File: src/rtl/spi_xfer_ctrl.sv
// spi_xfer_ctrl: byte-stream front end that sequences one SPI master byte window per queued TX byte
//
// Ports:
//   clk, rst_n        clock, asynchronous active-low reset
//   s_valid/s_data    TX byte stream in; s_ready is TX FIFO not full
//   m_valid/m_data    RX byte stream out (head of RX store); m_ready pops
//   spi_en, tx_data   to the SPI master: byte window enable and byte being sent
//   rx_data           from the SPI master: last received byte
//   busy              FSM not in IDLE
//
// Configuration macro SPI_XFER_RX_FIFO_EN: when defined the RX store is a RX_DEPTH-entry FIFO,
// otherwise it is a single holding register with a valid flag.
module spi_xfer_ctrl #(
    parameter int TX_DEPTH    = 4,
    parameter int RX_DEPTH    = 4,
    parameter int BYTE_CYCLES = 20,
    parameter int GAP_CYCLES  = 4
) (
    input  logic       clk,
    input  logic       rst_n,
    input  logic       s_valid,
    input  logic [7:0] s_data,
    output logic       s_ready,
    output logic       m_valid,
    output logic [7:0] m_data,
    input  logic       m_ready,
    output logic       spi_en,
    output logic [7:0] tx_data,
    input  logic [7:0] rx_data,
    output logic       busy
);
    localparam int TAW = $clog2(TX_DEPTH);
    localparam int CW  = $clog2(BYTE_CYCLES > GAP_CYCLES ? BYTE_CYCLES : GAP_CYCLES) + 1;

    typedef enum logic [2:0] {IDLE, LOAD, RUN, GAP, CAPTURE} state_t;

    state_t        state_q;
    logic [CW-1:0] cnt_q;
    logic          spi_en_q;
    logic [7:0]    tx_data_q;

    logic [7:0]    tx_mem_q [TX_DEPTH];
    logic [TAW:0]  tx_wp_q, tx_rp_q;
    logic          tx_empty, tx_full, tx_push, tx_pop;
    logic [7:0]    tx_head;

    logic          rx_wr, rx_pop, rx_full, rx_full_after;

    // Wrap bit distinguishes full from empty when the index bits match.
    assign tx_empty = tx_wp_q == tx_rp_q;
    assign tx_full  = (tx_wp_q[TAW] != tx_rp_q[TAW]) && (tx_wp_q[TAW-1:0] == tx_rp_q[TAW-1:0]);
    assign tx_push  = s_valid && !tx_full;
    // LOAD is only entered with the TX FIFO non-empty, so this pop is always safe.
    assign tx_pop   = state_q == LOAD;
    assign tx_head  = tx_mem_q[tx_rp_q[TAW-1:0]];

    always_ff @(posedge clk) begin
        if (tx_push)
            tx_mem_q[tx_wp_q[TAW-1:0]] <= s_data;
    end

    always_ff @(posedge clk or negedge rst_n) begin
        if (!rst_n) begin
            tx_wp_q <= '0;
            tx_rp_q <= '0;
        end else begin
            if (tx_push)
                tx_wp_q <= tx_wp_q + (TAW+1)'(1);
            if (tx_pop)
                tx_rp_q <= tx_rp_q + (TAW+1)'(1);
        end
    end

    assign rx_wr  = state_q == CAPTURE;
    assign rx_pop = m_valid && m_ready;

`ifdef SPI_XFER_RX_FIFO_EN
    localparam int RAW = $clog2(RX_DEPTH);

    logic [7:0]   rx_mem_q [RX_DEPTH];
    logic [RAW:0] rx_wp_q, rx_rp_q, rx_cnt;

    // Occupancy never exceeds RX_DEPTH, so the top bit is set only when full.
    assign rx_cnt        = rx_wp_q - rx_rp_q;
    assign rx_full       = rx_cnt[RAW];
    // A slot was reserved before LOAD, so after this write the store is full only if it
    // held RX_DEPTH-1 entries and nothing is popped in the same cycle.
    assign rx_full_after = (rx_cnt == (RAW+1)'(RX_DEPTH - 1)) && !rx_pop;
    assign m_valid       = rx_wp_q != rx_rp_q;
    assign m_data        = rx_mem_q[rx_rp_q[RAW-1:0]];

    always_ff @(posedge clk or negedge rst_n) begin
        if (!rst_n) begin
            rx_wp_q <= '0;
            rx_rp_q <= '0;
            for (int i = 0; i < RX_DEPTH; i++)
                rx_mem_q[i] <= '0;
        end else begin
            if (rx_wr) begin
                rx_mem_q[rx_wp_q[RAW-1:0]] <= rx_data;
                rx_wp_q <= rx_wp_q + (RAW+1)'(1);
            end
            if (rx_pop)
                rx_rp_q <= rx_rp_q + (RAW+1)'(1);
        end
    end
`else
    logic       rx_v_q;
    logic [7:0] rx_q;

    assign rx_full       = rx_v_q;
    // A single slot is always occupied right after a capture.
    assign rx_full_after = 1'b1;
    assign m_valid       = rx_v_q;
    assign m_data        = rx_q;

    always_ff @(posedge clk or negedge rst_n) begin
        if (!rst_n) begin
            rx_v_q <= 1'b0;
            rx_q   <= '0;
        end else begin
            if (rx_wr)
                rx_q <= rx_data;
            rx_v_q <= rx_wr || (rx_v_q && !rx_pop);
        end
    end
`endif

    always_ff @(posedge clk or negedge rst_n) begin
        if (!rst_n) begin
            state_q   <= IDLE;
            cnt_q     <= '0;
            spi_en_q  <= 1'b0;
            tx_data_q <= '0;
        end else begin
            case (state_q)
                IDLE: begin
                    // Start only when the RX slot for this byte is guaranteed.
                    if (!tx_empty && !rx_full)
                        state_q <= LOAD;
                end
                LOAD: begin
                    tx_data_q <= tx_head;
                    cnt_q     <= '0;
                    spi_en_q  <= 1'b1;
                    state_q   <= RUN;
                end
                RUN: begin
                    if (cnt_q == CW'(BYTE_CYCLES - 1)) begin
                        spi_en_q <= 1'b0;
                        cnt_q    <= '0;
                        state_q  <= GAP;
                    end else begin
                        cnt_q <= cnt_q + CW'(1);
                    end
                end
                GAP: begin
                    if (cnt_q == CW'(GAP_CYCLES - 1)) begin
                        cnt_q   <= '0;
                        state_q <= CAPTURE;
                    end else begin
                        cnt_q <= cnt_q + CW'(1);
                    end
                end
                CAPTURE: state_q <= (!tx_empty && !rx_full_after) ? LOAD : IDLE;
                default: state_q <= IDLE;
            endcase
        end
    end

    assign s_ready = !tx_full;
    assign spi_en  = spi_en_q;
    assign tx_data = tx_data_q;
    assign busy    = state_q != IDLE;
endmodule

File: config.mk
export PLATFORM = sky130hd
export DESIGN_NAME = spi_xfer_ctrl
export DESIGN_NICKNAME = d
export VERILOG_FILES = /design/src/rtl/spi_xfer_ctrl.sv
export SDC_FILE = /design/constraint.sdc
export NUM_CORES = 1
export LEC_CHECK = 0
export ABC_AREA = 1
export CAP_MARGIN = 40
export CORE_AREA = 5 5 87 89
export DETAILED_ROUTE_END_ITERATION = 6
export DIE_AREA = 0 0 92 94
export GPL_TIMING_DRIVEN = 0
export PLACE_DENSITY_LB_ADDON = 0.08
export SLEW_MARGIN = 25
export SYNTH_ARGS = -nofsm -noshare
export SYNTH_HDL_FRONTEND = slang
export SYNTH_SLANG_ARGS = --single-unit
File: constraint.sdc
create_clock -name clk -period 3.8 [get_ports clk]
set_input_delay 0.38 -clock clk [delete_from_list [all_inputs] [get_ports clk]]
set_output_delay 0.38 -clock clk [all_outputs]
set_load 0.05 [all_outputs]
== Word-level counts from Yosys, hierarchy flattened ==
Memory sizes are Yosys's and may differ from the RTL's. A register that Yosys moved wholly into a read port is not among the register bits.
Index checks and enable logic that the tools add are counted.

* Memory bits (writable): 32
* Memories kept: 1
* Register bits after elaboration: 25
* Input port bits: 20
* Word-level logic and storage cells: 51
* Output and inout port bits: 20

* Reduce and logical (&&, ||, !) cells: 17
* Equal/unequal tests: 12
* Add/subtract/negate cells: 3
* Muxes and demuxes: 11

{| class="wikitable"
|+ Memories
! memory !! depth !! width !! rd ports !! clocked after memory_dff !! write ports !! RTL line !! text
|-
| tx_mem_q || 4 || 8 || 1 || 1 || 1 || 42 || <nowiki>logic [7:0] tx_mem_q [TX_DEPTH];</nowiki>
|}

{| class="wikitable"
|+ Operator list
! cell !! number
|-
| $pmux W6 S3 || 1
|-
| $mux W6 || 2
|-
| $pmux W3 S4 || 1
|-
| $mux W3 || 3
|-
| $add A3 B1 Y3 const B || 2
|-
| $add A6 B1 Y6 const B || 1
|-
| $eq A3 B2 Y1 const B || 2
|-
| $eq A6 B2 Y1 const B || 1
|-
| $eq A6 B5 Y1 const B || 1
|-
| $ne A2 B2 Y1 const B || 3
|-
| $reduce_bool A3 Y1 || 2
|-
| $logic_and A1 B1 Y1 || 5
|-
| $logic_not A1 Y1 || 5
|-
| $eq A3 B1 Y1 const B || 1
|-
| $eq A3 B3 Y1 || 1
|-
| $eq A3 B3 Y1 const B || 1
|-
| $logic_not A3 Y1 || 1
|-
| $mux W1 || 3
|-
| $reduce_and A3 Y1 || 1
|-
| $eq A2 B2 Y1 || 1
|-
| $pmux W1 S2 || 1
|-
| $reduce_and A2 Y1 || 1
|-
| $reduce_bool A2 Y1 || 1
|-
| $logic_or A1 B1 Y1 || 1
|-
| $ne A1 B1 Y1 || 1
|}

== Longest topological paths before layout ==
* Word-level depth: 6
* Mapped depth: 9
* Depth with buffers taken out: 8

== Least setup slack after synthesis ==
OpenSTA, ideal clock, no wires.

* Path kind: reg-to-reg
* Start point: register tx_rp_q[1]
* End point: memory tx_mem_q[1][0], enable pin
* Setup time: 371 ps
* Buffers on the path: 1
* Slack: 1,978 ps
* Cell stages (with the launch flop): 6
* Required time: 3,429 ps
* Data arrival time: 1,451 ps
* Period minus slack after synthesis: 1,822 ps
* Cells stage by stage: dfrtp_1 buf_2 xnor2_2 nand3_2 nand2_4 nor2_1

* Cells in the longest elaborated chain, start to end: 6

{| class="wikitable"
|+ Ends and longest elaborated chain
! item !! RTL line !! text
|-
| from (decl) || 43 || <nowiki>logic [TAW:0] tx_wp_q, tx_rp_q;</nowiki>
|-
| from (signal assigned) || 70 || <nowiki>tx_rp_q <= tx_rp_q + (TAW+1)'(1);</nowiki>
|-
| $eq A2 B2 Y1 || 51 || <nowiki>assign tx_full = (tx_wp_q[TAW] != tx_rp_q[TAW]) && (tx_wp_q[TAW-1:0] == tx_rp_q[TAW-1:0]);</nowiki>
|-
| $logic_and A1 B1 Y1 || 51 ||
|-
| $logic_not A1 Y1 || n/a ||
|-
| named net s_ready || 23 || <nowiki>output logic s_ready,</nowiki>
|-
| $logic_and A1 B1 Y1 || 52 || <nowiki>assign tx_push = s_valid && !tx_full;</nowiki>
|-
| $mux W1 || 58 || <nowiki>if (tx_push)</nowiki>
|-
| $mux W1 (implied by the code) || 59 || <nowiki>tx_mem_q[tx_wp_q[TAW-1:0]] <= s_data;</nowiki>
|-
| to (decl) || 42 ||
|}

The timed path passes the listed nets, and every way through them passes these cells.

== Worst setup path in the final report ==
* Start point: register tx_rp_q[0]
* End point: output port s_ready

* Cells in the longest elaborated chain, start to end: 3

{| class="wikitable"
|+ Ends and longest elaborated chain
! item !! RTL line !! text
|-
| $eq A2 B2 Y1 || 51 ||
|-
| $logic_and A1 B1 Y1 || 51 ||
|-
| $logic_not A1 Y1 || 171 || <nowiki>assign s_ready = !tx_full;</nowiki>
|-
| to (decl) || 23 ||
|}

Every way passes these cells.

==> flow_summary.ini <==
[routing]
ant_nets = 0
drc_errors = 0
drt-vias-per-instance = 4.787
drt_pass1_iterations = 4
drtIter0Drc = 44
dr_total_vias = 1867
routed_wl_um = 5474
wire_per_inst_um = 14.04

[worst_setup_path]
crit_path_end_kind = primary output
start_kind = flop
worstSetupPathType = reg2out
slowest_delay_ns = 0.72
path_max_fanout = 9
slowest_stage = clkdlybuf4s50_1
cp_common_cell = nand2_1
cp_cell_sequence = buf_6 > inv_2 > nand2_1 > nand2_1 > nand3_2 > clkdlybuf4s50_1
arrival_ns = 2.05
cp.required_ns = 3.42

[yosys]
synthCells = 249
ys_ff_latch = 65
ys_seq_area_share_pct = 64.18
synth.net_count = 275
syn_area_mm2 = 0.002784
synth-warning-count = 0
yosysTopAreaCellShare_pct = 34.52
yosys.area.top_type = edfxtp_1
synthTopCellsByArea = edfxtp_1 (35%), dfrtp_1 (30%), nand2_1 (6.6%)
yosysUniqueCellTypes = 28
avgSynthCellArea_um2 = 11.18

[timing]
setup-tns-final_ns = 0
hold_viol = 0
final.setup_skew_ns = 0.006145
timing.fmax_ghz = 0.4122
min_period_over_period_pct = 63.84
slew_headroom_pct = 65.87
rsz0062_at_grt = false
finalSetupViolations = 0
worst_slew_pin_slew_ns = 0.5104
fin_crit_ns = 2.426
drv_slew = 0

[floorplan]
core_mm2 = 0.006681
fp.dieW_um = 92
fp-row-count = 30
start_util_pct = 41.67
dieArea_mm2 = 0.008648
die_y_um = 94
ioPinCount = 40

[global_routing]
track_usage_pct = 13.73
antenna_found_initial = 0
grt_max_degree = 19
grt_pass1_wl_um = 9066
grt_overflow_total = 0
first_global_vias = 1807

[placed_design]
gp_congestion = 0.7776
place_hpwl_um = 3738
io_buffers = 39

[final_layout]
drive_gt1_share_pct = 15.48
final_net_count = 331
layout_commonest_cell = nand2_1
diodes = 0
syn2layout_area_growth_pct = 25.48
layout_common_cells = nand2_1 (49), clkdlybuf4s50_1 (38), nor2_1 (33), dfrtp_1 (33), edfxtp_1 (32)
n_fill_cell = 628

[clock_network]
cts_resized = 0
cts_setup_buffers = 0
h-tree-depth = 3
clock_latency_ns = 0.33
clkTransAtPathRegs_ns = 0.06
cts_tree = done
cts.path.max_buffers = 2
holdBufCountCts = 1
cts_buffers = 9
cts_root_buffer = clkbuf_8
cts_sinks = 65

[run]
cap_violations = 0

[power_and_ir_drop]
ir_drop_mv = 0.4104
power_leakage_uw = 0.001476
total_power_uw = 3001
power_density_mw_per_mm2 = 859.0

[worst_hold_path]
min_path_type = reg2reg

[status]
outcome = finished, final reports clean
sequential cells by signal (all words and copies together) (netlist names):
register  flops
state_q       3
cnt_q         6
tx_wp_q       3
m_data        8
spi_en        1
tx_rp_q       3
tx_mem_q     32
tx_data       8
m_valid       1
logic make-up (layout without fill, tap and decap cells):
group,count (synthesis),count (layout),share of synthesized area [%]
buf+inv,30,91,4.629
xor+xnor,9,9,3.371
compound gates,34,34,7.056
fa+ha+maj,6,6,2.697
mux,8,8,3.236
simple gates,97,97,14.83
flops,65,65,64.18
worst max-delay path: cells and delay by family (launching register included):
kind	cells	cell delay, ns
and+or+nand+nor	3	0.31
DFF	1	0.40
buffers and inverters	3	1.00
per-stage QoR:
stage	std cells	worst slack [ns]	hold WS, ns	util [%]	cell area [um^2]
after floorplan	249	1.978	0.08441	-	2784
after global placement	368	1.540	0.4639	49.01	3274
after detailed placement	370	1.718	0.3572	49.46	3304
after CTS	387	1.353	0.4834	51.95	3471
after global routing	390	1.241	0.5049	52.28	3493
final	390	1.374	0.4773	52.28	3493
metal layers:
metal	share of wire [%]	global-route usage, %	vias to the layer above	wire (um)
li1	-	-	938	-
met1	47	17.95	878	2556
met2	46	20.99	40	2515
met3	5.4	3.766	11	294
met4	2.0	6.931	0	108
met5	0	0	-	0
cell usage after synthesis, drive strengths merged:
cell and instances:
a32o 1, xnor2 2, edfxtp 32, nor2 35
inv 24, nand4 1, o21ai 25, mux2 8
o22ai 8, nand2 53, ha 6, xor2 7
buf 6, dfrtp 33, nor3 1, nand3 6
or2 1
path summary, 6_finish.rpt:
check                                  startpoint  depth (start not counted)  slack, ns                        to
setup / recovery           tx_rp_q[0]$_DFFE_PN0P_                          6       1.37                   s_ready
hold / removal             tx_data[7]$_DFFE_PN0P_                          2       0.48    tx_data[7]$_DFFE_PN0P_
setup reg to reg           tx_rp_q[0]$_DFFE_PN0P_                          8       1.99  tx_mem_q[1][3]$_DFFE_PP_
hold reg to reg            tx_data[7]$_DFFE_PN0P_                          2       0.48    tx_data[7]$_DFFE_PN0P_
max in group asynchronous                   rst_n                          3       2.82    tx_wp_q[0]$_DFFE_PN0P_
min in group asynchronous                   rst_n                          2       0.53      cnt_q[2]$_DFFE_PN0P_
power breakdown:
group	switching, uW	internal (uW)	total [uW]
combinational	920	503	1420
sequential	119	972	1090
clock	253	233	486
layout make-up:
| type | count | area [um^2] | area share (%) |
|---|---|---|---|
| Sequential cell | 65 | 1787 | 51.15 |
| Multi-Input combinational cell | 154 | 868.3 | 24.86 |
| Timing Repair Buffer | 45 | 452.9 | 12.97 |
| Clock buffer | 12 | 135.1 | 3.868 |
| Tap cell | 80 | 100.1 | 2.865 |
| Inverter | 24 | 90.09 | 2.579 |
| Buffer | 6 | 38.79 | 1.110 |
| Clock inverter | 4 | 21.27 | 0.6089 |
(Power assumes the default switching activity.)
